==> config.mk <==
export PLATFORM = sky130hd
export DESIGN_NAME = dlfloat_result_serializer
export DESIGN_NICKNAME = d
export VERILOG_FILES = /design/src/rtl/dlfloat_pkg.sv /design/src/rtl/dlfloat_sync_fifo.sv /design/src/rtl/dlfloat_result_serializer.sv
export SDC_FILE = /design/constraint.sdc
export NUM_CORES = 1
export LEC_CHECK = 0
export ABC_AREA = 0
export CORE_MARGIN = 2
export CORE_UTILIZATION = 40
export DETAILED_ROUTE_END_ITERATION = 16
export PLACE_DENSITY = 0.63
export RECOVER_POWER = 100
export SKIP_LAST_GASP = 1
export SLEW_MARGIN = 20
export SYNTH_ARGS = -nofsm -noshare
export SYNTH_HDL_FRONTEND = slang
export SYNTH_HIERARCHICAL = 1
export SYNTH_SLANG_ARGS = --single-unit
==> constraint.sdc <==
create_clock -name clk -period 5.3 [get_ports clk]
set_input_delay 0.795 -clock clk [delete_from_list [all_inputs] [get_ports clk]]
set_output_delay 0.795 -clock clk [all_outputs]
set_load 0.05 [all_outputs]
==> src/rtl/dlfloat_pkg.sv <==
// Shared DLFloat constants, serializer state encoding and the FIFO entry layout.
// The nan/zero flags travel with each word so the byte stream never re-decodes it.
package dlfloat_pkg;

  localparam int DLF_W      = 16;
  localparam int DLF_EXP_W  = 6;
  localparam int DLF_MANT_W = 9;

  localparam logic [DLF_W-1:0] DLF_NAN  = 16'hFFFF;
  localparam logic [DLF_W-1:0] DLF_ZERO = 16'h0000;

  typedef enum logic [1:0] {
    IDLE  = 2'd0,
    BYTE0 = 2'd1,
    BYTE1 = 2'd2
  } ser_state_e;

  typedef struct packed {
    logic [DLF_W-1:0] data;
    logic             nan;
    logic             zero;
  } dlf_entry_t;

  function automatic dlf_entry_t dlf_make_entry(input logic [DLF_W-1:0] w);
    dlf_entry_t e;
    e.data = w;
    e.nan  = (w == DLF_NAN);
    e.zero = (w == DLF_ZERO);
    return e;
  endfunction

endpackage

==> src/rtl/dlfloat_sync_fifo.sv <==
// Single-clock FIFO with occupancy counter; full/empty derive from the count.
// Writes while full and reads while empty are ignored.
module dlfloat_sync_fifo #(
  parameter int WIDTH = 18,
  parameter int DEPTH = 4
) (
  input  logic                       clk,
  input  logic                       rst,
  input  logic                       push,
  input  logic [WIDTH-1:0]           push_data,
  input  logic                       pop,
  output logic [WIDTH-1:0]           pop_data,
  output logic                       full,
  output logic                       empty,
  output logic [$clog2(DEPTH+1)-1:0] count
);

  localparam int PTR_W = $clog2(DEPTH);
  localparam int CNT_W = $clog2(DEPTH+1);

  logic [WIDTH-1:0] mem [DEPTH];
  logic [PTR_W-1:0] wr_ptr_q, wr_ptr_d;
  logic [PTR_W-1:0] rd_ptr_q, rd_ptr_d;
  logic [CNT_W-1:0] count_q, count_d;
  logic             do_push, do_pop;

  assign full     = (count_q == CNT_W'(DEPTH));
  assign empty    = (count_q == '0);
  assign count    = count_q;
  assign pop_data = mem[rd_ptr_q];
  assign do_push  = push & ~full;
  assign do_pop   = pop & ~empty;

  // DEPTH is a power of two, so pointers wrap by natural overflow
  always_comb begin
    wr_ptr_d = wr_ptr_q;
    rd_ptr_d = rd_ptr_q;
    count_d  = count_q;
    if (do_push) wr_ptr_d = wr_ptr_q + PTR_W'(1);
    if (do_pop)  rd_ptr_d = rd_ptr_q + PTR_W'(1);
    case ({do_push, do_pop})
      2'b10:   count_d = count_q + CNT_W'(1);
      2'b01:   count_d = count_q - CNT_W'(1);
      default: count_d = count_q;
    endcase
  end

  always_ff @(posedge clk) begin
    if (rst) begin
      wr_ptr_q <= '0;
      rd_ptr_q <= '0;
      count_q  <= '0;
    end else begin
      wr_ptr_q <= wr_ptr_d;
      rd_ptr_q <= rd_ptr_d;
      count_q  <= count_d;
    end
  end

  always_ff @(posedge clk) begin
    if (do_push) mem[wr_ptr_q] <= push_data;
  end

endmodule

==> src/rtl/dlfloat_result_serializer.sv <==
// Buffers DLFloat MAC results and streams each as two bytes over a valid/ready port,
// flagging NaN/zero words and latching a sticky error when a result is dropped.
module dlfloat_result_serializer
  import dlfloat_pkg::*;
#(
  parameter int DEPTH     = 4,
  parameter bit MSB_FIRST = 1'b1
) (
  input  logic                       clk,
  input  logic                       rst,
  input  logic                       res_valid,
  input  logic [15:0]                res_data,
  output logic                       res_ready,
  output logic [7:0]                 byte_out,
  output logic                       byte_valid,
  output logic                       byte_last,
  input  logic                       byte_ready,
  output logic                       word_nan,
  output logic                       word_zero,
  output logic [$clog2(DEPTH+1)-1:0] fifo_count,
  output logic                       drop_err
);

  function automatic logic [7:0] first_byte(input logic [15:0] w);
    return MSB_FIRST ? w[15:8] : w[7:0];
  endfunction

  function automatic logic [7:0] second_byte(input logic [15:0] w);
    return MSB_FIRST ? w[7:0] : w[15:8];
  endfunction

  ser_state_e  state_q, state_d;
  logic [15:0] word_q, word_d;
  logic [7:0]  byte_out_q, byte_out_d;
  logic        byte_valid_q, byte_valid_d;
  logic        byte_last_q, byte_last_d;
  logic        nan_q, nan_d;
  logic        zero_q, zero_d;
  logic        drop_err_q, drop_err_d;

  logic        fifo_full, fifo_empty, fifo_push, pop;
  dlf_entry_t  push_entry, pop_entry;

  assign push_entry = dlf_make_entry(res_data);
  assign fifo_push  = res_valid & ~fifo_full;
  assign res_ready  = ~fifo_full;

  dlfloat_sync_fifo #(
    .WIDTH ($bits(dlf_entry_t)),
    .DEPTH (DEPTH)
  ) u_fifo (
    .clk       (clk),
    .rst       (rst),
    .push      (fifo_push),
    .push_data (push_entry),
    .pop       (pop),
    .pop_data  (pop_entry),
    .full      (fifo_full),
    .empty     (fifo_empty),
    .count     (fifo_count)
  );

  always_comb begin
    state_d      = state_q;
    word_d       = word_q;
    byte_out_d   = byte_out_q;
    byte_valid_d = byte_valid_q;
    byte_last_d  = byte_last_q;
    nan_d        = nan_q;
    zero_d       = zero_q;
    drop_err_d   = drop_err_q | (res_valid & fifo_full);
    pop          = 1'b0;

    case (state_q)
      IDLE: begin
        pop = ~fifo_empty;
      end
      BYTE0: begin
        if (byte_ready) begin
          byte_out_d  = second_byte(word_q);
          byte_last_d = 1'b1;
          state_d     = BYTE1;
        end
      end
      BYTE1: begin
        if (byte_ready) begin
          if (!fifo_empty) begin
            pop = 1'b1;
          end else begin
            byte_out_d   = '0;
            byte_valid_d = 1'b0;
            byte_last_d  = 1'b0;
            nan_d        = 1'b0;
            zero_d       = 1'b0;
            state_d      = IDLE;
          end
        end
      end
      default: state_d = IDLE;
    endcase

    // Loading a new word is shared by the IDLE start and the back-to-back BYTE1 case
    if (pop) begin
      word_d       = pop_entry.data;
      byte_out_d   = first_byte(pop_entry.data);
      byte_valid_d = 1'b1;
      byte_last_d  = 1'b0;
      nan_d        = pop_entry.nan;
      zero_d       = pop_entry.zero;
      state_d      = BYTE0;
    end
  end

  always_ff @(posedge clk) begin
    if (rst) begin
      state_q      <= IDLE;
      byte_out_q   <= '0;
      byte_valid_q <= 1'b0;
      byte_last_q  <= 1'b0;
      nan_q        <= 1'b0;
      zero_q       <= 1'b0;
      drop_err_q   <= 1'b0;
    end else begin
      state_q      <= state_d;
      byte_out_q   <= byte_out_d;
      byte_valid_q <= byte_valid_d;
      byte_last_q  <= byte_last_d;
      nan_q        <= nan_d;
      zero_q       <= zero_d;
      drop_err_q   <= drop_err_d;
    end
  end

  always_ff @(posedge clk) begin
    word_q <= word_d;
  end

  assign byte_out   = byte_out_q;
  assign byte_valid = byte_valid_q;
  assign byte_last  = byte_last_q;
  assign word_nan   = nan_q;
  assign word_zero  = zero_q;
  assign drop_err   = drop_err_q;

endmodule

==> run summary, run 1 <==
outcome: finished, final reports clean
HP Class: reg2reg
Die X: 106 µm
Crit path largest cell delay: 620 ps
Async S/R FF share, synth: 0%
Yosys warning count: 6
count leader, synth: edfxtp_1
r2r setup slk: 2420 ps
Tot GR Track Use: 14.4%
TritonCTS buffer count: 9
number of synthesized flops with an enable pin: 80
Synth Area in Adders: 1.97%
top cell type's share of synthesized area: 57.4%
Rel. slew slack: 6.61%
hold path startpoint: drop_err
post-cts sizing count: 0
I/O pins: 37
# fillers: 884
CP endpoint kind: register
Commonest cells post-synth: 80 x edfxtp_1, 24 x dfxtp_1, 16 x a311oi_1
WS Path Type: in2reg
post-synth top area cell: edfxtp_1
hold endpoint: drop_err
Final Routed Wirelength: 7580 µm
Antenna diodes: 0
GPL Wtd Cong: 0.793
CP Cell Sequence: dlygate4sd3_1, and2b_1, nor3_1, clkbuf_1, o31ai_1, inv_1, ha_1, inv_1, fa_1, xor2_1, or3_1, a21oi_1
CTS Buffer Depth: 2
setup TNS: 0 ps
CP Launch Type: primary input
# Post-CTS Setup Buffers: 0
CTS tree: built
Antenna Nets Post-Route: 0
actual slew at the worst max-slew pin: 1400 ps
Port Buffers: 36
fmax: 288 MHz
family with the most delay on the worst path: buffers and inverters
RSZ-0062 raised after global routing: false
MaxCap Viol Count: 0
CTS Root Cell: clkbuf_8
largest family of logic cells by synthesized area: multiplexers
clk sinks: 104
P_leak: 1.58 nW
layout cells sized above 1: 9.56%
Die ar.: 11300 µm²
via/cell ratio: 5.37
DR iter-0 viols: 126
Net count, final: 314
Synth Area in XOR/XNOR: 0.628%
crit-path max FO: 10
dpl hpwl: 4890 µm
cell count after synthesis: 253
Syn Std Cell Area: 4190 µm²
pre-CTS WS: 1820 ps
slowest CP cell: dlygate4sd3_1
Avg Inst Size Synth: 16.5 µm²
hold buffer count at cts: 0
Final period util: 65.6%
Final Hold Viols: 0
first drt pass iteration count: 5
vias in the first global route: 2312
CP required: 5590 ps
H-tree lvl count: 3
total power: 2.46 mW
clock-pin slew on the worst setup and hold paths: 100 ps
top area cells in the synthesized netlist: edfxtp_1 57%, dfxtp_1 11%, mux4_2 5.4%
# setup viols final: 0
fin cells: 429
DP Cell Count: 413
initial antenna violation count: 0
flops & latches, synth: 104
mux contribution to synthesized area: 10.6%
drt drc: 0
Final min period: 3480 ps
Final Skew: 11.5 ps
Synth Flop Type: edfxtp_1
Worst-Skew Late Latency: 360 ps
Slew Limit Fails: 0
Die H: 106 µm
setup ws final: 1820 ps
Core ar.: 10200 µm²
WL/cell: 17.7 µm
peak supply drop: 0.000235 V
Worst EP arrival: 3770 ps
Core Rows: 37
FF-to-FF Start: u_fifo/count[0]
Yosys cell types: 38
cells on worst reg2reg path: 11
Util after Layout: 47.1%
grt ovf: 0
sequential fraction of the synthesis area: 68.9%
Top cell by count, worst path: inv_1
syn_nets: 279
simple-gate share of the synthesized area: 7.05%
Synth Area in Compound Gates: 7.47%
Area Overhead vs Synth: 15.1%
DR vias: 2302
first-pass GRT wire length: 12100 µm
CP bufs+invs: 4
initial core utilization: 40.9%
RR Endpoint: u_fifo/count[2]
largest net degree at the start of global routing: 25
power per standard cell area: 510 nW/µm²
Worst Hold Depth: 2
[worst max path at each step]
stage,cells past startpoint,from,slack (ps),endpoint
global route,12,byte_ready,1530,u_fifo/count[2]
CTS,12,byte_ready,2210,u_fifo/count[2]
global placement,12,byte_ready,1910,u_fifo/count[2]
floorplan,10,byte_ready,2050,u_fifo/count[2]
detailed placement,12,byte_ready,1820,u_fifo/count[2]
finish,12,byte_ready,1820,u_fifo/count[2]
[worst reg2reg max path: cells and delay by family (launching register included)]
kind                     cells  cell delay [ps]
adder cells (fa/ha/maj)      2              550
AND/OR/NAND/NOR              3              710
buffers and inverters        3              580
AO/OA/AOI/OAI                2              340
XOR/XNOR                     1              160
flip-flops                   1              470
[cell usage in the layout, fill, tap and decap left out, types with 2 or more instances in the layout]
cell type,n
dfxtp_1,24
nand2_1,2
edfxtp_1,80
and2b_1,3
clkinv_2,2
nor2_1,10
a21oi_1,9
o31ai_1,3
mux4_2,10
clkbuf_8,9
inv_1,10
dlygate4sd3_1,36
nand4_1,4
mux4_1,8
nand3_1,10
a311oi_1,16
and2_0,4
o21ai_0,13
nor3_1,2
nor4_1,5
or3_1,3
clkinv_4,2
xor2_1,3
nand2b_1,4
ha_1,5
nor2b_1,2
[cell type report]
type / count / area [µm²] / area share [%]
sequential: 104 / 2880 / 59.8
inverter: 10 / 37.5 / 0.779
tap: 136 / 170 / 3.53
multi-input combinational: 125 / 1160 / 24.1
timing repair buffer: 38 / 372 / 7.71
clock inverter: 7 / 70.1 / 1.45
clock buffer: 9 / 124 / 2.57
[cell families (layout without fill, tap and decap cells)]
family | after synthesis | count (layout)
flops | 104 | 104
simple gates | 52 | 52
compound gates | 45 | 45
buf+inv | 24 | 64
mux | 19 | 19
fa+ha+maj | 6 | 6
xor+xnor | 3 | 3
[report_power, final]
group          internal (mW)  switching, mW  total [mW]
clock network          0.218          0.262       0.480
logic                  0.315          0.526       0.841
registers               1.06         0.0777        1.14
total                   1.59          0.866        2.46
[registers in the layout, indices dropped and copies added, names as in the netlist, named ones only]
| register | flops |
|---|---|
| drop_err | 1 |
| u_fifo/wr_ptr_q | 2 |
| word_zero | 1 |
| u_fifo/mem | 72 |
| byte_last | 1 |
| word_q | 8 |
| byte_valid | 1 |
| word_nan | 1 |
| byte_out | 8 |
| state_q | 2 |
| u_fifo/count | 3 |
| u_fifo/rd_ptr_q | 2 |
[layer usage]
metal	GRT usage, %	vias up	wire (µm)
li1	-	1084	-
met1	19.2	1140	3560
met2	22.5	62	3560
met3	3.56	16	290
met4	6.02	0	165
met5	0	-	0
[stage by stage]
stage	cell area [µm²]	hold WS (ps)
2_1_floorplan	4190	459
3_3_place_gp	4630	462
3_5_place_dp	4630	469
4_1_cts	4820	488
5_1_grt	4820	516
6_report	4820	477
(Power assumes the default switching activity.)
==> run 2, diff against run 1 <==
Settings changed: PLACE_DENSITY 0.63 to 0.65.
Clock period 5.3 ns to 3 ns, I/O delays scaled along.
==> run 2 against run 1 <==
Net effect:
- core utilization grew 0.32 points
- cell area grew 0.68%
- setup slack lost 1400 ps
- register-to-register slack lost 1900 ps
- critical path depth shrank 1
- clock skew grew 6.3 ps
- critical path type unchanged
- largest power group unchanged
- highest routed layer unchanged
==> run summary, run 2 (same netlist as run 1, synthesis figures left out) <==
Worst-Skew Late Latency: 370 ps (was 360 ps)
drt drc: 0 (unchanged)
WL/cell: 17.1 µm (was 17.7 µm)
initial core utilization: 40.9% (unchanged)
family with the most delay on the worst path: simple AND/OR/NAND/NOR gates (was buffers and inverters)
Psw: 1.59 mW (was 866 µW)
Port Buffers: 36 (unchanged)
DR iter-0 viols: 139 (was 126)
hold_ws: 471 ps (was 477 ps)
clk sinks: 104 (unchanged)
Top cell by count, worst path: inv_1 (unchanged)
CP Launch Type: primary input (unchanged)
setup TNS: 0 ps (unchanged)
I/O pins: 37 (unchanged)
crit-path max FO: 6 (was 10)
Largest register FFs: 72 (unchanged)
Worst EP arrival: 2920 ps (was 3770 ps)
CTS tree: built (unchanged)
first drt pass iteration count: 4 (was 5)
CTS Root Cell: clkbuf_8 (unchanged)
Int Power: 2.77 mW (was 1.59 mW)
CTS Buffer Depth: 2 (unchanged)
Slew Limit Fails: 0 (unchanged)
initial antenna violation count: 0 (unchanged)
Rel. slew slack: 20.9% (was 6.61%)
DP Cell Count: 419 (was 413)
fin cells: 435 (was 429)
hold buffer count at cts: 0 (unchanged)
CP bufs+invs: 3 (was 4)
Sequential Power Share: 46.0% (was 46.3%)
H-tree lvl count: 3 (unchanged)
outcome: finished, final reports clean (unchanged)
r2r setup slk: 480 ps (was 2420 ps)
most frequent cells in the layout: 80 x edfxtp_1, 35 x dlygate4sd3_1, 24 x dfxtp_1 (was 80 x edfxtp_1, 36 x dlygate4sd3_1, 24 x dfxtp_1)
Switching Share: 36.5% (was 35.2%)
Die H: 106 µm (unchanged)
Die X: 106 µm (unchanged)
clock-pin slew on the worst setup and hold paths: 100 ps (about the same)
# setup viols final: 0 (unchanged)
WS Path Type: in2reg (unchanged)
fmax: 381 MHz
Die ar.: 11300 µm² (unchanged)
MaxCap Viol Count: 0 (unchanged)
Most flops, register: u_fifo/mem (unchanged)
first-pass GRT wire length: 11600 µm (was 12100 µm)
peak supply drop: 0.000344 V (was 0.000235 V)
CP required: 3290 ps (was 5590 ps)
DR vias: 2301 (was 2302)
Net count, final: 320 (was 314)
Final Routed Wirelength: 7430 µm (was 7580 µm)
largest net degree at the start of global routing: 25 (unchanged)
CP Cell Sequence: dlygate4sd3_1, and2b_1, nor3_1, o31ai_1, inv_1, ha_1, inv_1, fa_1, xor2_1, or3_1, a21oi_1 (was dlygate4sd3_1, and2b_1, nor3_1, clkbuf_1, o31ai_1, inv_1, ha_1, inv_1, fa_1, xor2_1, or3_1, a21oi_1)
dpl hpwl: 4790 µm (was 4890 µm)
via/cell ratio: 5.29 (was 5.37)
actual slew at the worst max-slew pin: 1190 ps (was 1400 ps)
CP endpoint kind: register (unchanged)
Antenna Nets Post-Route: 0 (unchanged)
Core ar.: 10200 µm² (unchanged)
Clock power frac: 19.8% (was 19.5%)
Final min period: 2620 ps
Final Skew: 17.8 ps (was 11.5 ps)
Final period util: 87.5%
Gate power share: 34.1% (was 34.2%)
vias in the first global route: 2245 (was 2312)
Final Hold Viols: 0 (unchanged)
commonest non-fill, non-tap cell in the layout: edfxtp_1 (unchanged)
HP Class: reg2reg (unchanged)
grt ovf: 0 (unchanged)
P_leak: 1.59 nW (was 1.58 nW)
layout cells sized above 1: 10.0% (was 9.56%)
# Post-CTS Setup Buffers: 0 (unchanged)
Crit path largest cell delay: 540 ps (was 620 ps)
Core Rows: 37 (unchanged)
TritonCTS buffer count: 9 (unchanged)
power per standard cell area: 899 nW/µm² (was 510 nW/µm²)
Antenna diodes: 0 (unchanged)
Tot GR Track Use: 13.8% (was 14.4%)
slowest CP cell: dlygate4sd3_1 (unchanged)
Area Overhead vs Synth: 15.9% (was 15.1%)
RSZ-0062 raised after global routing: false (unchanged)
GPL Wtd Cong: 0.766 (was 0.793)
post-cts sizing count: 0 (unchanged)
-- run 2: tightest hold or removal path, stage by stage (launching register included) --
cell,delay (ps)
dfxtp_1,320
o31ai_1,60
a21oi_1,60
-- run 2: power by group through the flow --
stage | combinational (mW) | clock (mW) | sequential (mW)
finish | 1.49 | 0.865 | 2.01
global route | 1.62 | 0.934 | 2.04
CTS | 1.57 | 0.891 | 2.01
detailed placement | 1.57 | 0 | 2.04
global placement | 1.54 | 0 | 2.03
floorplan | 0.955 | 0 | 2.23
-- run 2: cell type report --
cell class / instances / area [µm²]
sequential: 104 / 2880
clock buffer: 9 / 124
timing repair buffer: 44 / 398
fill: 874 / 5380
tap: 136 / 170
inverter: 10 / 37.5
multi-input combinational: 125 / 1160
clock inverter: 7 / 76.3
-- run 2: routing by layer --
metal	wire length, µm	vias to the layer above	track usage (%)
li1	-	1098	-
met1	3390	1139	18.7
met2	3580	51	21.7
met3	350	13	3.80
met4	113	0	4.61
met5	0	-	0
-- run 2: per-stage QoR --
step	setup WS [ps]	utilization (%)	instance area (µm²)	power (mW)
finish	376	47.4	4850	4.36
CTS	539	47.7	4880	4.47
detailed placement	149	45.7	4680	3.61
floorplan	60.1	-	4190	3.18
global placement	217	45.7	4680	3.58
global route	233	47.4	4850	4.60
-- run 2: final timing paths --
kind / start / cells past startpoint / to
max: byte_ready / 11 / u_fifo/count[2]
min: word_zero / 2 / word_zero
max reg2reg: u_fifo/count[0] / 11 / u_fifo/count[2]
min reg2reg: word_zero / 2 / word_zero
==> run 3, diff against run 2 <==
Settings changed: GPL_ROUTABILITY_DRIVEN set to 0.
==> results of run 3 <==
The final DEF is identical to that of run 2; final timing and power are the same.
